<file path="src/rtl/i2c_reg_ctrl.sv">
// i2c_reg_ctrl
// Byte-level register controller sitting behind i2c_slave. It turns the
// slave's wr/rd/ready byte handshake into pointer-addressed accesses to a
// small internal register file. A local requester shares the same register
// file through a fixed-priority arbiter, where I2C events always win.
//
// Build option:
//   I2C_REG_AUTOINC_EN  when defined, the pointer advances by one after every
//                       I2C data write and every I2C read. When undefined, the
//                       pointer changes only on pointer-byte writes.
//
// Ports:
//   sys_clk, rst              system clock, synchronous active-high reset
//   i2c_wr, i2c_rx_data       written-byte strobe (level) and its data
//   i2c_rd                    read request (level, held until i2c_ready)
//   i2c_tx_data, i2c_ready    read data and one-cycle ready pulse
//   loc_req, loc_we, loc_addr, loc_wdata
//                             local access request
//   loc_gnt, loc_rdata        local grant pulse and read data
//   wr_evt, wr_evt_addr       pulse plus address for each committed I2C write
//
// state  | meaning
// IDLE   | arbitrate I2C wr, I2C rd, then local request
// WRITE  | pointer or data byte committed; wr_evt visible here
// RFETCH | read reg[ptr] into i2c_tx_data
// RRESP  | i2c_ready high for this cycle only
// LOCAL  | local access performed; loc_gnt visible here
module i2c_reg_ctrl #(
  parameter int ADDR_W      = 4,
  parameter int TIMEOUT_CYC = 8192
) (
  input  logic              sys_clk,
  input  logic              rst,
  input  logic              i2c_wr,
  input  logic [7:0]        i2c_rx_data,
  input  logic              i2c_rd,
  output logic [7:0]        i2c_tx_data,
  output logic              i2c_ready,
  input  logic              loc_req,
  input  logic              loc_we,
  input  logic [ADDR_W-1:0] loc_addr,
  input  logic [7:0]        loc_wdata,
  output logic              loc_gnt,
  output logic [7:0]        loc_rdata,
  output logic              wr_evt,
  output logic [ADDR_W-1:0] wr_evt_addr
);

  localparam int          DEPTH       = 1 << ADDR_W;
  localparam logic [15:0] TIMEOUT_VAL = 16'(TIMEOUT_CYC);

  typedef enum logic [2:0] {IDLE, WRITE, RFETCH, RRESP, LOCAL} state_t;

  state_t            state;
  logic              wr_q, rd_q;
  logic              wr_pend, rd_pend;
  logic              ptr_phase;
  logic [ADDR_W-1:0] ptr;
  logic [15:0]       idle_cnt;
  logic [7:0]        regs [DEPTH];

  logic wr_ev, rd_ev;
  assign wr_ev = i2c_wr & ~wr_q;
  assign rd_ev = i2c_rd & ~rd_q;

  // The write itself is committed on the IDLE->WRITE edge so that the
  // register, pointer and wr_evt are all visible in the cycle after the
  // wr edge. Likewise a local access is performed on the IDLE->LOCAL edge.
  always_ff @(posedge sys_clk) begin
    if (rst) begin
      state       <= IDLE;
      wr_q        <= 1'b0;
      rd_q        <= 1'b0;
      wr_pend     <= 1'b0;
      rd_pend     <= 1'b0;
      ptr_phase   <= 1'b1;
      ptr         <= '0;
      idle_cnt    <= 16'd0;
      i2c_tx_data <= 8'h00;
      i2c_ready   <= 1'b0;
      loc_gnt     <= 1'b0;
      loc_rdata   <= 8'h00;
      wr_evt      <= 1'b0;
      wr_evt_addr <= '0;
      for (int i = 0; i < DEPTH; i++) regs[i] <= 8'h00;
    end else begin
      wr_q      <= i2c_wr;
      rd_q      <= i2c_rd;
      i2c_ready <= 1'b0;
      loc_gnt   <= 1'b0;
      wr_evt    <= 1'b0;

      if (wr_ev || rd_ev)
        idle_cnt <= 16'd0;
      else if (idle_cnt != 16'hFFFF)
        idle_cnt <= idle_cnt + 16'd1;

      // Bus went quiet long enough: the next written byte restarts as a pointer.
      // FSM assignments below take precedence in the same cycle.
      if (idle_cnt == TIMEOUT_VAL)
        ptr_phase <= 1'b1;

      // Edges not consumed this cycle stay pending until IDLE takes them.
      wr_pend <= wr_pend | wr_ev;
      rd_pend <= rd_pend | rd_ev;

      case (state)
        IDLE: begin
          if (wr_ev || wr_pend) begin
            wr_pend <= 1'b0;
            state   <= WRITE;
            if (ptr_phase) begin
              ptr       <= i2c_rx_data[ADDR_W-1:0];
              ptr_phase <= 1'b0;
            end else begin
              regs[ptr]   <= i2c_rx_data;
              wr_evt      <= 1'b1;
              wr_evt_addr <= ptr;
`ifdef I2C_REG_AUTOINC_EN
              ptr         <= ptr + ADDR_W'(1);
`endif
            end
          end else if (rd_ev || rd_pend) begin
            rd_pend <= 1'b0;
            state   <= RFETCH;
          end else if (loc_req) begin
            loc_gnt <= 1'b1;
            state   <= LOCAL;
            if (loc_we)
              regs[loc_addr] <= loc_wdata;
            else
              loc_rdata <= regs[loc_addr];
          end
        end
        RFETCH: begin
          i2c_tx_data <= regs[ptr];
          i2c_ready   <= 1'b1;
          ptr_phase   <= 1'b0;
`ifdef I2C_REG_AUTOINC_EN
          ptr         <= ptr + ADDR_W'(1);
`endif
          state       <= RRESP;
        end
        WRITE, RRESP, LOCAL: state <= IDLE;
        default: state <= IDLE;
      endcase
    end
  end

endmodule

</file>
<file path="config.mk">
export PLATFORM = sky130hd
export DESIGN_NAME = i2c_reg_ctrl
export DESIGN_NICKNAME = d
export VERILOG_FILES = /design/src/rtl/i2c_reg_ctrl.sv
export SDC_FILE = /design/constraint.sdc
export NUM_CORES = 1
export LEC_CHECK = 0
export ABC_AREA = 1
export CELL_PAD_IN_SITES_DETAIL_PLACEMENT = 0
export CELL_PAD_IN_SITES_GLOBAL_PLACEMENT = 2
export CORE_ASPECT_RATIO = 0.9
export CORE_MARGIN = 5
export CORE_UTILIZATION = 40
export CTS_BUF_LIST = sky130_fd_sc_hd__clkbuf_4
export DETAILED_ROUTE_END_ITERATION = 10
export PLACE_DENSITY = 0.79
export SLEW_MARGIN = 5
export SYNTH_ARGS = -nofsm -noshare
export SYNTH_HDL_FRONTEND = slang
export SYNTH_SLANG_ARGS = --single-unit
</file>
<file path="constraint.sdc">
create_clock -name sys_clk -period 2.5 [get_ports sys_clk]
set_clock_uncertainty 0.1 [all_clocks]
set_input_delay 0.375 -clock sys_clk [delete_from_list [all_inputs] [get_ports sys_clk]]
set_output_delay 0.375 -clock sys_clk [all_outputs]
set_load 0.02 [all_outputs]
</file>
# [After elaboration in Yosys (flattened, before gate mapping)]
# Memory sizes are Yosys's and may differ from the RTL's. A register that Yosys moved wholly into a read port is not among the register bits.
# Cells that the tools add are included.
[totals] memories=1 in_bits=26 mem_bits_rw=128 ff_bits=35 out_inout_bits=23 wordCells=75
[mem_list] name="regs" words=16 width=8 rd=2 rd_clocked_by_memory_dff=2 write_ports=16 line="60" source="logic [7:0] regs [DEPTH];"
[op_classes] mux=35 eq_ne=4 n_bitwise=11 addsub=1 reduce_logical=11
[op_table] cell="2-to-1 mux 1 bit" count=26
[op_table] cell="adder 16 x 1 -> 16 bit, second input constant" count=1
[op_table] cell="== test 16 x 14 -> 1 bit, second input constant" count=1
[op_table] cell="2-to-1 mux 8 bit" count=2
[op_table] cell="!= test 16 bit, second input constant" count=1
[op_table] cell="OR reduction 8 bit" count=2
[op_table] cell="2-to-1 mux 3 bit" count=3
[op_table] cell="2-to-1 mux 4 bit" count=2
[op_table] cell="inverter 1 bit" count=7
[op_table] cell="one-hot mux 3 bit (2 select lines)" count=1
[op_table] cell="AND reduction 3 bit" count=2
[op_table] cell="AND reduction 5 bit" count=1
[op_table] cell="!= test 4 bit, second input constant" count=1
[op_table] cell="OR reduction 4 bit" count=1
[op_table] cell="== test 3 x 2 -> 1 bit, second input constant" count=1
[op_table] cell="zero test 3 bit" count=1
[op_table] cell="logical OR 1 bit" count=3
[op_table] cell="AND 1 bit" count=2
[op_table] cell="OR 1 bit" count=2
[op_table] cell="one-hot mux 1 bit (2 select lines)" count=1
[op_table] cell="OR reduction 2 bit" count=1

# [Longest topological paths before layout]
# Gate-level depths: netlist (run 1).
[depth] word_depth=10 depth_mapped=11 mapped_depth_nobuf=9

# [Least setup slack after synthesis (run 1)]
# Ideal clock, no wire load.
[synth_timing] path_type="input -> register" startpoint="input port i2c_rd" endpoint="memory regs[4][0], enable pin" setup_slack_ns=0.172 stages=9 required_time_ns=2.016 n_path_buf=1 t_arrival_ns=1.844 setup_ns=0.384 cell_sequence="nand2_1 -> nand2_2 -> nor2_8 -> nand3_4 -> buf_12 -> nand2_4 -> nand2_4 -> nand3_4 -> o21ai_0"
[synth_lines] item="start: declaration" line="36" source="input logic i2c_rd,"
[synth_lines] item="end: declaration" line="60"

==> impl_metrics.csv, run 1 <==
group,metric,value,unit
status,status,"finished clean",
clock_tree,cts-root-buf,"clkbuf_4",
clock_tree,clock_latency,0.60,ns
die,ios,49,
sta,rsz0062_at_grt,"no",
sta,finalSetupTns,0,ns
clock_tree,cts_setup_buffers,0,
power,clockPowerShare,25.4,%
final_layout,final_cell_area,12000,um2
sta,hold_slack,0.230,ns
sta,setup_viol,0,
die,core,26000,um2
run,drv_cap,0,
final_layout,layout.nets,1245,
synthesis,yosysSeqAreaShare,46.2,%
sta,slew_viol_final,0,
synthesis,synth_top_area_share,36.5,%
synthesis,synth_edf_count,128,
route,drtAntennaViolNets,0,
placed_design,dpl.hpwl,22700,um
critical_path,crit_fanout,12,
global_route,grt_pass1_vias,8138,
die,dieArea,29600,um2
clock_tree,cts.path.max_buffers,2,
synthesis,synth_commonest_cells,"129 x nand3_1, 128 x edfxtp_1, 128 x inv_1, 120 x nand2_1, 92 x o21ai_0",
sta,fin_crit,2.20,ns
sta,tightest_slew,0.790,ns
placed_design,portBuffers,48,
synthesis,syn_area_per_cell,9.19,um2
critical_path,end_kind,"flip-flop",
synthesis,synth_cell_types,38,
die,initial_core_util,40.5,%
global_route,grt_overflow_total,0,
clock_tree,tritoncts,"built",
synthesis,synth-seq-cells,179,
critical_path,critPathLaunchType,"flip-flop",
route,drt_iter0_drc,794,
final_layout,area_delta_synth_final,14.3,%
placed_design,post-place-ws,-0.166,ns
route,dr.pass1.iters,7,
power,p_leak,4.33,nW
placed_design,dpl-instance-area,11700,um2
clock_tree,cts.reportedPaths.clkPinSlew,0.15,ns
final_layout,fill_cells,2510,
power,power_frac_seq,49.7,%
clock_tree,cts_num_sinks,179,
power,p_switching,0.00237,W
global_route,antenna_found_initial,1,
clock_tree,cts_max_level,4,
clock_tree,ctsHoldBuffers,0,
critical_path,worst_ep_required_time,2.72,ns
clock_tree,cts-buffers-inserted,17,
final_layout,final-seq-area,4870,um2
synthesis,ys_warn_count,0,
sta,hold_viol,0,
route,via_per_inst,5.39,
synthesis,synth.most_common_cell,"nand3_1",
power,comb_power_share,24.9,%
final_layout,drive_gt1_share,21.6,%
synthesis,synthArstFlopShare,0,%
die,rows,56,
synthesis,synth_cells,1144,
power,p_sw_share,34.5,%
die,die_h,164,um
sta,worst_slack,0.305,ns
hold_path,hold_class,"input port to flip-flop",
route,num_vias,8509,
critical_path,crit_type,"flip-flop to flip-flop",
power,p_per_area,572,nW/um2
placed_design,place_congestion,0.865,
synthesis,yosysTopAreaCell,"edfxtp_1",
synthesis,synth_ff_type,"edfxtp_1",
global_route,grt_pass1_wl,49300,um
clock_tree,cts_resized,0,
sta,max_slew_margin,47.2,%
sta,max_freq,455,MHz
route,wl_per_cell,20.3,um
global_route,grt_use_total,21.6,%
synthesis,synth_nets,1172,
power,p_total,0.00687,W
critical_path,crit_arrival,2.42,ns
power,ir_worst_vdd,0.361,mV
synthesis,synth_area,10500,um2
power,p_int,0.00450,W
sta,fin_crit_sh,87.8,%
die,die_x,181,um
global_route,grt_max_degree,67,
synthesis,yosys-top-cells-area,"edfxtp_1 37%, dfxtp_1 9.7%, nor3_2 8.1%",
route,drt-total-wl,32000,um
route,remaining_drc_errors,0,
final_layout,multi_input_area,4500,um2
[final timing paths]
kind	start	to	slack (ns)	cells past startpoint
min reg2reg	idle_cnt[1]	idle_cnt[1]	0.41	2
max	state[2]	regs[10][4]	0.30	9
max reg2reg	state[2]	regs[10][4]	0.30	9
min	i2c_rd	rd_q	0.23	3
[logic make-up (layout without fill, tap and decap cells)]
group	count (synthesis)	after routing	synth area share, %
AND/OR/NAND/NOR	474	474	27.3
AO/OA/AOI/OAI	258	258	14.9
buffers and inverters	227	313	10.9
flip-flops	179	179	46.2
XOR/XNOR	4	4	0.333
adder cells (fa/ha/maj)	2	2	0.238
other	0	2	0
[worst max-delay path, stage by stage, from the launching register on]
cell	delay, ns
dfxtp_1	0.36
nor2_4	0.15
nand2_4	0.09
nor2_8	0.12
buf_12	0.13
nand4_1	0.08
nand2_1	0.18
nand3_4	0.19
o21ai_0	0.33
buf_4	0.21
[routing by layer]
layer	up-vias	global-route usage, %	part of all wire, %
met1	4043	30.8	46
li1	4155	-	-
met2	284	34.8	46
met3	27	3.54	5.9
met5	-	0	0
met4	0	4.84	1.5
[registers in the layout, indices dropped and copies added (netlist names)]
name,cells
idle_cnt,16
regs,128
wr_evt_addr,4
ptr,4
wr_evt,1
wr_pend,1
wr_q,1
rd_pend,1
loc_rdata,8
state,3
ptr_phase,1
loc_gnt,1
i2c_ready,1
i2c_tx_data,8
rd_q,1
[layout by cell type, fill, tap and decap left out, types with 13 or more instances in the layout]
cell type / count
o21ai_0: 92
clkdlybuf4s50_1: 46
edfxtp_1: 128
buf_12: 16
buf_4: 83
dfxtp_1: 49
inv_1: 128
o211ai_1: 64
nand3_1: 129
nand2_1: 120
a21oi_1: 82
nor3_2: 85
nor3_1: 53
nand2_4: 22
nor2_1: 33
nand4_1: 13
clkbuf_4: 18
[final cells by class]
class / instances / share of cell area, %
flip-flops and latches: 179 / 40.5
multi-input cells: 738 / 37.5
repair buffers: 146 / 11.7
inverters: 135 / 4.23
well taps: 348 / 3.62
clock inverters: 14 / 1.27
clock buffers: 18 / 1.12
diodes: 2 / 0.0416
[power by group through the flow]
stage               logic, W  clock network [W]  registers, W
floorplan            0.00108                  0       0.00345
global route         0.00185            0.00189       0.00343
global placement     0.00170                  0       0.00348
detailed placement   0.00171                  0       0.00348
finish               0.00171            0.00175       0.00341
CTS                  0.00171            0.00178       0.00341
[stage by stage]
step	std cells	util, %
floorplan	1144	-
global placement	1546	45.1
detailed placement	1546	45.1
CTS	1578	46.2
global route	1580	46.2
finish	1580	46.2
No activity file was read; power rests on OpenSTA's default activity.
==> inputs of run 2 (changes only) <==
--- a/config.mk
+++ b/config.mk
@@ -10,10 +10,12 @@
 export CELL_PAD_IN_SITES_GLOBAL_PLACEMENT = 2
 export CORE_ASPECT_RATIO = 0.9
 export CORE_MARGIN = 5
-export CORE_UTILIZATION = 40
+export CORE_UTILIZATION = 46
 export CTS_BUF_LIST = sky130_fd_sc_hd__clkbuf_4
 export DETAILED_ROUTE_END_ITERATION = 10
-export PLACE_DENSITY = 0.79
+export DONT_BUFFER_PORTS = 1
+export MAX_ROUTING_LAYER = met4
+export PLACE_DENSITY = 0.86
 export SLEW_MARGIN = 5
 export SYNTH_ARGS = -nofsm -noshare
 export SYNTH_HDL_FRONTEND = slang
==> constraint.sdc (replaced) <==
create_clock -name sys_clk -period 2.85 [get_ports sys_clk]
set_clock_uncertainty 0.1 [all_clocks]
set_input_delay 0.4275 -clock sys_clk [delete_from_list [all_inputs] [get_ports sys_clk]]
set_output_delay 0.4275 -clock sys_clk [all_outputs]
set_load 0.02 [all_outputs]
==> run 2 against run 1 <==
  * Critical path depth down 2
  * Combinational power down 28%
  * Non-clock buffer count down 85
  * Die area down 12%
  * Design area down 7.9%
  * Sequential share of layout area up 3.5 points
  * Utilization up 2.9 points
  * Largest power group unchanged
  * Power down 16%
  * Worst hold slack worse by 0.15 ns
  * Register-to-register slack better by 0.095 ns
  * Sequential power down 12%
==> impl_metrics.csv, run 2 (same netlist as run 1, synthesis figures left out) <==
group,metric,value,unit
sta,fin_crit,2.61,ns
final_layout,fin_cells,1443,
critical_path,end_kind,"flip-flop",
route,drt-total-wl,29100,um
critical_path,reg2reg_to,"regs[14][5]",
clock_tree,cts.path.max_buffers,2,
power,clockPowerShare,26.8,%
final_layout,drive_gt1_share,19.0,%
sta,setup_viol,0,
final_layout,final_common_cell,"nand3_1",
route,num_vias,8154,
die,die_x,169,um
clock_tree,clock_latency,0.58,ns
die,initial_core_util,46.7,%
critical_path,r2r-start,"rd_q",
critical_path,r2r_setup_slack,0.40,ns
sta,max_freq,384,MHz
route,wl_per_cell,20.1,um
global_route,grt_pass1_wl,45600,um
final_layout,reg_top3,"regs x128, idle_cnt x16",
final_layout,fill_cells,2173,
critical_path,rr_worst_depth,11,
status,status,"finished clean",
hold_path,hold_class,"input port to flip-flop",
power,comb_power_share,21.2,%
run,drv_cap,0,
power,ir_worst_vdd,0.220,mV
global_route,antenna_found_initial,1,
critical_path,worst_path_max_delay_cell,"dlygate4sd3_1",
power,p_switching,0.00196,W
global_route,grt_use_total,23.1,%
sta,finalSetupTns,0,ns
power,p_leak,3.93,nW
critical_path,crit_type,"input port to flip-flop",
clock_tree,cts.reportedPaths.clkPinSlew,0.17,ns
critical_path,critPathLaunchType,"input port",
power,p_sw_share,34.0,%
sta,rsz0062_at_grt,"no",
final_layout,area_delta_synth_final,5.23,%
die,ios,49,
power,power_frac_seq,52.0,%
critical_path,crit_arrival,2.98,ns
power,p_int,0.00381,W
sta,fin_crit_sh,91.5,%
die,rows,52,
clock_tree,tritoncts,"built",
final_layout,regMostFlops,"regs",
clock_tree,cts-root-buf,"clkbuf_4",
placed_design,dp_cells,1401,
clock_tree,cts_setup_buffers,0,
hold_path,whs_endpoint,"loc_gnt",
placed_design,place_congestion,0.835,
sta,tightest_slew,0.775,ns
hold_path,min_from,"i2c_rd",
final_layout,layout.nets,1160,
placed_design,portBuffers,0,
critical_path,worst_ep_required_time,3.22,ns
critical_path,cp_cell_sequence,"dlygate4sd3_1, clkinv_1, buf_4, nand3_1, clkinv_1, o21ai_0, a21oi_1",
die,die_h,153,um
route,dr.pass1.iters,5,
die,dieArea,26000,um2
global_route,grt_max_degree,131,
route,via_per_inst,5.65,
critical_path,slowest_delay,0.91,ns
critical_path,critPathLaunch,"rst",
sta,hold_viol,0,
placed_design,dpl.hpwl,19300,um
clock_tree,cts_num_sinks,179,
clock_tree,cts-buffers-inserted,17,
route,drtAntennaViolNets,0,
critical_path,cp_common_cell,"clkinv_1",
route,remaining_drc_errors,0,
clock_tree,cts_max_level,4,
global_route,grt_overflow_total,0,
final_layout,largest_reg_flops,128,
power,p_per_area,521,nW/um2
global_route,grt_pass1_vias,7763,
sta,slew_viol_final,0,
hold_path,hold-path-cell-count,3,
critical_path,crit_fanout,36,
sta,max_slew_margin,47.9,%
final_layout,layout_common_cells,"129 x nand3_1, 128 x inv_1, 128 x edfxtp_1",
die,core,22500,um2
route,drt_iter0_drc,876,
==> run 2: cell type report <==
cell class	count	area, um2	area share (%)
antenna	1	2.50	0.0226
clock buffer	17	128	1.15
clock inverter	15	168	1.51
inverter	135	508	4.59
multi-input combinational	738	4500	40.7
sequential	179	4870	44.0
tap	297	372	3.36
timing repair buffer	61	518	4.68
==> run 2: timing repair <==
item	4_1_cts	5_1_grt
hold endpoints to repair	23	0
resized for setup	0	0
hold buffers	9	0
==> run 2: worst max path at each step <==
stage | cells after the start | to | slack, ns
2_1_floorplan | 9 | regs[4][0] | 0.47
3_3_place_gp | 10 | regs[14][6] | 0.39
3_5_place_dp | 10 | regs[15][0] | 0.36
4_1_cts | 7 | idle_cnt[4] | 0.26
5_1_grt | 7 | idle_cnt[6] | 0.07
6_report | 7 | idle_cnt[4] | 0.24
==> run 2: metrics by stage <==
step	instance area (um2)	total power, W	hold WS (ns)	setup slack (ns)	util [%]
after global placement	10700	0.00426	0.386	0.389	47.4
after floorplan	10500	0.00397	0.359	0.469	-
after CTS	11100	0.00582	0.0107	0.255	49.2
after detailed placement	10700	0.00427	0.398	0.363	47.4
after global routing	11100	0.00605	0.0254	0.0736	49.2
final	11100	0.00577	0.0795	0.243	49.2
==> run 2: critical path, delay by kind of cell <==
family | cells | cell delay, ns
AOI/OAI and AO/OA | 2 | 0.24
buffers and inverters | 4 | 1.88
and+or+nand+nor | 1 | 0.42
==> run 2: power by group through the flow <==
stage | clock (W) | sequential [W] | combinational, W
final | 0.00155 | 0.00300 | 0.00123
after global routing | 0.00170 | 0.00301 | 0.00133
after CTS | 0.00159 | 0.00300 | 0.00123
after detailed placement | 0 | 0.00306 | 0.00121
after global placement | 0 | 0.00306 | 0.00120
after floorplan | 0 | 0.00302 | 0.000944
==> run 2: layer usage <==
layer	vias to the layer above	share of wire, %	global-route usage, %
li1	3981	-	-
met3	32	7.0	4.52
met2	268	47	35.8
met4	0	1.8	5.48
met5	-	0	-
met1	3873	45	31.6
